### config.mk
export PLATFORM = sky130hd
export DESIGN_NAME = multicycle_control_unit
export DESIGN_NICKNAME = d
export VERILOG_FILES = /design/src/rtl/multicycle_control_unit.sv
export SDC_FILE = /design/constraint.sdc
export NUM_CORES = 1
export LEC_CHECK = 0
export ABC_AREA = 1
export BUFFER_PORTS_ARGS = -buffer_cell sky130_fd_sc_hd__buf_2
export CORE_ASPECT_RATIO = 0.8
export CORE_MARGIN = 4
export CORE_UTILIZATION = 46
export CTS_CLUSTER_DIAMETER = 150
export DETAILED_ROUTE_END_ITERATION = 6
export PLACE_DENSITY_LB_ADDON = 0.15
export SYNTH_ARGS = -nofsm -noshare
export SYNTH_HDL_FRONTEND = slang
export SYNTH_SLANG_ARGS = --single-unit
export TNS_END_PERCENT = 30
### constraint.sdc
create_clock -name CLK -period 1.7 [get_ports CLK]
set_clock_uncertainty 0.15 [all_clocks]
set_input_delay 0.255 -clock CLK [delete_from_list [all_inputs] [get_ports CLK]]
set_output_delay 0.255 -clock CLK [all_outputs]
set_load 0.03 [all_outputs]
### src/rtl/multicycle_control_unit.sv
// Multicycle control sequencer (FETCH/DECODE/EXEC/MEM/WB/HALT) with registered datapath controls.
// Defining CU_SHIFT_EXT_EN adds the shift/rotate opcodes 0x0C-0x0F; otherwise they fault as illegal.
module multicycle_control_unit #(
    parameter int OPCODE_W    = 8,
    parameter int ALUOP_W     = 3,
    parameter int MEM_TIMEOUT = 255
) (
    input  logic               CLK,
    input  logic               RESET,
    input  logic               INSTR_VALID,
    input  logic [31:0]        INSTRUCTION,
    input  logic               ZERO,
    input  logic               BUSYWAIT,
    output logic               IR_LOAD,
    output logic [ALUOP_W-1:0] ALUOP,
    output logic               MUX_IMM,
    output logic               MUX_NEG,
    output logic               MUX_MEM,
    output logic               WRITE,
    output logic               MEM_READ,
    output logic               MEM_WRITE,
    output logic [1:0]         PC_SRC,
    output logic               PC_EN,
    output logic [1:0]         FAULT
);

    generate
        if (ALUOP_W < 3) begin : g_bad_aluop_w
            $error("multicycle_control_unit: ALUOP_W must be at least 3");
        end
        if (OPCODE_W < 4 || OPCODE_W > 31) begin : g_bad_opcode_w
            $error("multicycle_control_unit: OPCODE_W must be within 4..31");
        end
    endgenerate

    localparam int CNT_W = (MEM_TIMEOUT > 1) ? $clog2(MEM_TIMEOUT + 1) : 1;
    localparam logic [CNT_W-1:0] CNT_LIMIT = CNT_W'(MEM_TIMEOUT);

    localparam logic [OPCODE_W-1:0] OP_LOADI = OPCODE_W'(8'h00);
    localparam logic [OPCODE_W-1:0] OP_MOV   = OPCODE_W'(8'h01);
    localparam logic [OPCODE_W-1:0] OP_ADD   = OPCODE_W'(8'h02);
    localparam logic [OPCODE_W-1:0] OP_SUB   = OPCODE_W'(8'h03);
    localparam logic [OPCODE_W-1:0] OP_AND   = OPCODE_W'(8'h04);
    localparam logic [OPCODE_W-1:0] OP_OR    = OPCODE_W'(8'h05);
    localparam logic [OPCODE_W-1:0] OP_J     = OPCODE_W'(8'h06);
    localparam logic [OPCODE_W-1:0] OP_BEQ   = OPCODE_W'(8'h07);
    localparam logic [OPCODE_W-1:0] OP_LWD   = OPCODE_W'(8'h08);
    localparam logic [OPCODE_W-1:0] OP_LWI   = OPCODE_W'(8'h09);
    localparam logic [OPCODE_W-1:0] OP_SWD   = OPCODE_W'(8'h0A);
    localparam logic [OPCODE_W-1:0] OP_SWI   = OPCODE_W'(8'h0B);
`ifdef CU_SHIFT_EXT_EN
    localparam logic [OPCODE_W-1:0] OP_SLL   = OPCODE_W'(8'h0C);
    localparam logic [OPCODE_W-1:0] OP_SRL   = OPCODE_W'(8'h0D);
    localparam logic [OPCODE_W-1:0] OP_SRA   = OPCODE_W'(8'h0E);
    localparam logic [OPCODE_W-1:0] OP_ROR   = OPCODE_W'(8'h0F);
`endif

    typedef enum logic [2:0] {
        S_FETCH  = 3'd0,
        S_DECODE = 3'd1,
        S_EXEC   = 3'd2,
        S_MEM    = 3'd3,
        S_WB     = 3'd4,
        S_HALT   = 3'd5
    } state_t;

    state_t              state_q, state_d;
    logic [OPCODE_W-1:0] opcode_q, opcode_d;
    logic                ir_load_q, ir_load_d;
    logic [2:0]          aluop_q, aluop_d;
    logic                imm_q, imm_d;
    logic                neg_q, neg_d;
    logic                mux_mem_q, mux_mem_d;
    logic                write_q, write_d;
    logic                mem_read_q, mem_read_d;
    logic                mem_write_q, mem_write_d;
    logic [1:0]          pc_src_q, pc_src_d;
    logic                pc_en_q, pc_en_d;
    logic [1:0]          fault_q, fault_d;
    logic [CNT_W-1:0]    cnt_q, cnt_d;
    logic [CNT_W-1:0]    cnt_inc;
    logic                timeout_hit;

    logic       dec_legal, dec_imm, dec_neg, dec_wr;
    logic       dec_load, dec_store, dec_jump, dec_beq;
    logic [2:0] dec_aluop;

    // Operand bits below the opcode field belong to the datapath, not to this unit.
    logic unused_instr_bits;
    assign unused_instr_bits = ^INSTRUCTION[31-OPCODE_W:0];

    // Opcode classification from the latched opcode; stable for the whole instruction.
    always_comb begin
        dec_legal = 1'b1;
        dec_aluop = 3'b000;
        dec_imm   = 1'b0;
        dec_neg   = 1'b0;
        dec_wr    = 1'b0;
        dec_load  = 1'b0;
        dec_store = 1'b0;
        dec_jump  = 1'b0;
        dec_beq   = 1'b0;
        case (opcode_q)
            OP_LOADI: begin dec_imm = 1'b1; dec_wr = 1'b1; end
            OP_MOV:   begin dec_wr = 1'b1; end
            OP_ADD:   begin dec_aluop = 3'b001; dec_wr = 1'b1; end
            OP_SUB:   begin dec_aluop = 3'b001; dec_neg = 1'b1; dec_wr = 1'b1; end
            OP_AND:   begin dec_aluop = 3'b010; dec_wr = 1'b1; end
            OP_OR:    begin dec_aluop = 3'b011; dec_wr = 1'b1; end
            OP_J:     begin dec_jump = 1'b1; end
            OP_BEQ:   begin dec_aluop = 3'b001; dec_neg = 1'b1; dec_beq = 1'b1; end
            OP_LWD:   begin dec_wr = 1'b1; dec_load = 1'b1; end
            OP_LWI:   begin dec_imm = 1'b1; dec_wr = 1'b1; dec_load = 1'b1; end
            OP_SWD:   begin dec_store = 1'b1; end
            OP_SWI:   begin dec_imm = 1'b1; dec_store = 1'b1; end
`ifdef CU_SHIFT_EXT_EN
            OP_SLL:   begin dec_aluop = 3'b100; dec_imm = 1'b1; dec_wr = 1'b1; end
            OP_SRL:   begin dec_aluop = 3'b101; dec_imm = 1'b1; dec_wr = 1'b1; end
            OP_SRA:   begin dec_aluop = 3'b110; dec_imm = 1'b1; dec_wr = 1'b1; end
            OP_ROR:   begin dec_aluop = 3'b111; dec_imm = 1'b1; dec_wr = 1'b1; end
`endif
            default:  dec_legal = 1'b0;
        endcase
    end

    assign cnt_inc     = cnt_q + CNT_W'(1);
    assign timeout_hit = (MEM_TIMEOUT != 0) && (cnt_inc == CNT_LIMIT);

    // Every output is registered for the state being entered, so strobes are glitch-free.
    always_comb begin
        state_d     = state_q;
        opcode_d    = opcode_q;
        ir_load_d   = 1'b0;
        aluop_d     = aluop_q;
        imm_d       = imm_q;
        neg_d       = neg_q;
        mux_mem_d   = 1'b0;
        write_d     = 1'b0;
        mem_read_d  = 1'b0;
        mem_write_d = 1'b0;
        pc_src_d    = 2'b00;
        pc_en_d     = 1'b0;
        fault_d     = fault_q;
        cnt_d       = '0;
        case (state_q)
            S_FETCH: begin
                // IR_LOAD is raised for one FETCH cycle, then the sequencer moves on.
                if (ir_load_q) begin
                    state_d = S_DECODE;
                end else if (INSTR_VALID) begin
                    ir_load_d = 1'b1;
                    opcode_d  = INSTRUCTION[31 -: OPCODE_W];
                end
            end
            S_DECODE: begin
                if (!dec_legal) begin
                    state_d = S_HALT;
                    fault_d = 2'b01;
                end else begin
                    state_d = S_EXEC;
                    aluop_d = dec_aluop;
                    imm_d   = dec_imm;
                    neg_d   = dec_neg;
                end
            end
            S_EXEC: begin
                if (dec_load || dec_store) begin
                    state_d     = S_MEM;
                    mem_read_d  = dec_load;
                    mem_write_d = dec_store;
                end else begin
                    state_d  = S_WB;
                    write_d  = dec_wr;
                    pc_en_d  = 1'b1;
                    pc_src_d = dec_jump ? 2'b01 : ((dec_beq && ZERO) ? 2'b10 : 2'b00);
                end
            end
            S_MEM: begin
                if (BUSYWAIT) begin
                    if (timeout_hit) begin
                        state_d = S_HALT;
                        fault_d = 2'b10;
                        aluop_d = 3'b000;
                        imm_d   = 1'b0;
                        neg_d   = 1'b0;
                    end else begin
                        cnt_d       = cnt_inc;
                        mem_read_d  = dec_load;
                        mem_write_d = dec_store;
                    end
                end else begin
                    state_d   = S_WB;
                    write_d   = dec_wr;
                    mux_mem_d = dec_load;
                    pc_en_d   = 1'b1;
                end
            end
            S_WB: begin
                state_d = S_FETCH;
                aluop_d = 3'b000;
                imm_d   = 1'b0;
                neg_d   = 1'b0;
            end
            S_HALT: begin
                state_d = S_HALT;
            end
            default: begin
                state_d = S_FETCH;
            end
        endcase
    end

    always_ff @(posedge CLK or negedge RESET) begin
        if (!RESET) begin
            state_q     <= S_FETCH;
            opcode_q    <= '0;
            ir_load_q   <= 1'b0;
            aluop_q     <= 3'b000;
            imm_q       <= 1'b0;
            neg_q       <= 1'b0;
            mux_mem_q   <= 1'b0;
            write_q     <= 1'b0;
            mem_read_q  <= 1'b0;
            mem_write_q <= 1'b0;
            pc_src_q    <= 2'b00;
            pc_en_q     <= 1'b0;
            fault_q     <= 2'b00;
            cnt_q       <= '0;
        end else begin
            state_q     <= state_d;
            opcode_q    <= opcode_d;
            ir_load_q   <= ir_load_d;
            aluop_q     <= aluop_d;
            imm_q       <= imm_d;
            neg_q       <= neg_d;
            mux_mem_q   <= mux_mem_d;
            write_q     <= write_d;
            mem_read_q  <= mem_read_d;
            mem_write_q <= mem_write_d;
            pc_src_q    <= pc_src_d;
            pc_en_q     <= pc_en_d;
            fault_q     <= fault_d;
            cnt_q       <= cnt_d;
        end
    end

    assign IR_LOAD   = ir_load_q;
    assign ALUOP     = ALUOP_W'(aluop_q);
    assign MUX_IMM   = imm_q;
    assign MUX_NEG   = neg_q;
    assign MUX_MEM   = mux_mem_q;
    assign WRITE     = write_q;
    assign MEM_READ  = mem_read_q;
    assign MEM_WRITE = mem_write_q;
    assign PC_SRC    = pc_src_q;
    assign PC_EN     = pc_en_q;
    assign FAULT     = fault_q;

endmodule
==> impl_metrics.env <==
export IMPL_drc_errors=0
export IMPL_ioPinCount=52
export IMPL_detailedPlacementHpwl_mm=2.60
export IMPL_grt_util_all_layers_pct=16.4
export IMPL_seq_power_share_pct=35.8
export IMPL_use_met3_pct=4.03
export IMPL_cp_arrival_ns=1.86
export IMPL_hp_class="primary input to flip-flop"
export IMPL_fillCellCount=351
export IMPL_met2_usage_pct=23.6
export IMPL_final_min_clock_period_ns=1.83
export IMPL_syn2layout_area_growth_pct=27.5
export IMPL_dp_cells=311
export IMPL_r2r_start="cnt_q[0]$_DFF_PN0_"
export IMPL_combPwrFrac_pct=46.3
export IMPL_number_of_nets_produced_by_synthesis=267
export IMPL_timing_final_crit_share_pct=108
export IMPL_report_final_slew_viol_count=0
export IMPL_rows=19
export IMPL_setup_slack_ns=-0.128
export IMPL_drt_total_wl_mm=3.55
export IMPL_detailed_routing_iteration_count_for_the_pre_antenna_repair_pass=6
export IMPL_worstPathRequired_ns=1.73
export IMPL_timing_critical_path_to="FAULT[0]$_DFFE_PN0P_"
export IMPL_total_number_of_yosys_warnings=0
export IMPL_global_route_layer_with_the_greatest_usage="met2"
export IMPL_final_cell_count_no_fill=322
export IMPL_max_vdd_ir_drop_v=0.000977
export IMPL_timing_critical_path_fanout_max=4
export IMPL_grt_pass1_wl_mm=6.27
export IMPL_grt_pass1_vias=1416
export IMPL_clk_transition_reported_paths_ns=0.07
export IMPL_global_route_usage_met1_pct=23.1
export IMPL_crit_chain="ha_4 > nand2_4 > inv_2 > nand2_1 > nand2_1 > inv_1 > nand2_1 > nor2_2 > nand2_2 > o21bai_4 > nand2_1 > nand2_1 > nand2_1"
export IMPL_placement_setup_worst_slack_ns=-0.177
export IMPL_clock_fmax_mhz=547
export IMPL_synth_sequential_area_ratio_pct=48.1
export IMPL_critPathKind="flip-flop to flip-flop"
export IMPL_fin_area_um2=2190
export IMPL_die_height_um=62.6
export IMPL_outcome="finished, violations left"
export IMPL_antenna_diode_instance_count=0
export IMPL_failed_checks="negative setup slack"
export IMPL_1st_iter_drt_viols=72
export IMPL_worst_path_max_delay_cell="sky130_fd_sc_hd__dfrtp_2"
export IMPL_startpoint_type="flip-flop"
export IMPL_unrepaired_setup_endpoints_after_global_routing="true"
export IMPL_port_buffers=26
export IMPL_syn_avg_cell_area_um2=7.52
export IMPL_overall_via_count_from_detail_route=1485
export IMPL_timing_reg2reg_setup_slack_ns=-0.13
export IMPL_final_nets=318
export IMPL_worstHoldPathCells=3
export IMPL_final_layout_size_suffix_gt1_share_pct=29.6
export IMPL_cts_root_buf="sky130_fd_sc_hd__clkbuf_8"
export IMPL_clock_latency_ns=0.29
export IMPL_final_hold_violation_count=0
export IMPL_detail_route_vias_per_cell=4.61
export IMPL_critical_path_most_common_cell="sky130_fd_sc_hd__nand2_1"
export IMPL_p_per_area_nw_per_um2=1450
export IMPL_dieWidth_um=76.3
export IMPL_cap_violations=0
export IMPL_cp_startpoint="cnt_q[0]$_DFF_PN0_"
export IMPL_grt_max_degree=34
export IMPL_critical_path_max_stage_delay_ns=0.44
export IMPL_r2r_end="FAULT[0]$_DFFE_PN0P_"
export IMPL_crit_path_end_kind="flip-flop"
export IMPL_h_tree_depth=2
export IMPL_area_post_placement_um2=2020
export IMPL_netSwitchingPower_uw=1360
export IMPL_fp_coreArea_um2=3520
export IMPL_rr_worst_depth=13
export IMPL_leakage_uw=0.00118
export IMPL_synth_cell_area_um2=1720
export IMPL_gp_congestion=0.872
export IMPL_synth_cells=228
export IMPL_avgRoutedWirePerCell_um=11.0
export IMPL_post_synth_num_cell_types=23
export IMPL_cts_made_buffers=5
export IMPL_cts_tree="built"
export IMPL_initial_standard_cell_utilization_of_the_core_pct=48.8
export IMPL_antenna_violations_before_repair=0
export IMPL_setup_viol=16
export IMPL_clock_power_share_pct=17.9
export IMPL_p_int_uw=1820
export IMPL_detail_route_antenna_nets=0
export IMPL_globalRoute_totalOverflow=0
export IMPL_die_area_um2=4780
export IMPL_power_switching_fraction_pct=42.8
export IMPL_max_clock_path_buffers=2
export IMPL_clock_sinks=33
export IMPL_ys_seq_elements=33
[power by group through the flow]
| stage | Clock (µW) | Sequential, µW | Combinational, µW |
|---|---|---|---|
| final | 568 | 1140 | 1470 |
| after global routing | 614 | 1170 | 1670 |
| after CTS | 584 | 1110 | 1420 |
| after detailed placement | 0 | 1130 | 1410 |
| after global placement | 0 | 1120 | 1400 |
| after floorplan | 0 | 1230 | 836 |
[cell families (layout without fill, tap and decap cells)]
logic type / after synthesis / after routing / synth area share [%]
AND/OR/NAND/NOR: 138 / 138 / 35.2
adder cells (fa/ha/maj): 2 / 2 / 1.46
other: 1 / 1 / 0.219
buffers and inverters: 36 / 88 / 8.61
AO/OA/AOI/OAI: 18 / 18 / 6.42
flip-flops: 33 / 33 / 48.1
[synthesized netlist by cell type (all sizes together)]
cell type  instances  area (µm²)
a21oi              4        20.0
a31oi              1        6.26
buf                3        22.5
clkinv             1        5.00
conb               1        3.75
dfrtp             33         826
ha                 2        25.0
inv               32         120
nand2             75         299
nand3             16        80.1
nand3b             1        7.51
nand4              3        18.8
nor2              38         170
nor3               4        20.0
nor3b              1        7.51
o211ai             1        7.51
o21ai             10        50.0
o21bai             2        26.3
[cell usage in the layout, fill, tap and decap left out, drive strengths merged, types with 4 or more instances in the layout]
cell type / n
a21oi: 4
nor2: 38
nor3: 4
inv: 32
nand2: 75
o21ai: 10
nand3: 16
dfrtp: 33
clkbuf: 6
buf: 46
[how the worst min path moves through the flow]
stage	from	end	slack (ns)
global route	INSTRUCTION[24]	opcode_q[0]$_DFFE_PN0P_	0.01
floorplan	RESET	ALUOP[0]$_DFFE_PN0P_	-0.19
global placement	RESET	cnt_q[7]$_DFF_PN0_	0.16
CTS	INSTRUCTION[24]	opcode_q[0]$_DFFE_PN0P_	0.002
finish	INSTRUCTION[28]	opcode_q[4]$_DFFE_PN0P_	0.006
detailed placement	RESET	FAULT[0]$_DFFE_PN0P_	0.16
[registers in the layout, summed over array words and instances (netlist names)]
register,flops
cnt_q,8
opcode_q,8
state_q,3
ALUOP,2
FAULT,2
PC_SRC,2
IR_LOAD,1
MEM_READ,1
MEM_WRITE,1
MUX_IMM,1
MUX_MEM,1
MUX_NEG,1
PC_EN,1
WRITE,1
[stage by stage]
step                hold WS (ns)  total power [µW]  setup TNS [ns]  util [%]
detailed placement         0.157              2530           -2.62      57.3
floorplan                 -0.191              2070               0         -
finish                   0.00604              3170           -1.75      62.2
CTS                      0.00161              3120           -2.56      60.7
global placement           0.157              2520           -2.62      57.3
global route              0.0131              3460           -3.77      62.2
[critical path: cells and delay by family, from the launching register on]
family	cells	cell delay, ns
AO/OA/AOI/OAI	1	0.18
flip-flops	1	0.44
adder cells (fa/ha/maj)	1	0.19
buffers and inverters	2	0.09
AND/OR/NAND/NOR	9	0.68
[final cells by class]
class                   count  area (µm²)  share of cell area, %
clock buffers               6        72.6                   3.32
repair buffers             47         290                   13.3
inverters                  33         125                   5.72
well taps                  42        52.6                   2.40
clock inverters             2        10.0                  0.458
multi-input cells         159         810                   37.0
flip-flops and latches     33         827                   37.8
[routing by layer]
metal	share of wire, %	wire [µm]
met2	39	1390
met3	4.8	169
met5	0	0
met1	55	1940
met4	1.5	52
[repair_timing]
| action | CTS | global route |
|---|---|---|
| buffers inserted | 1 | 1 |
| gates resized for setup | 4 | 15 |
| hold buffers | 1 | 0 |
| hold endpoints to repair | 33 | 0 |
| gates cloned | 0 | 0 |
| endpoints found under the setup margin | 17 | 28 |
| pin swaps | 7 | 13 |
(Power assumes the default switching activity.)
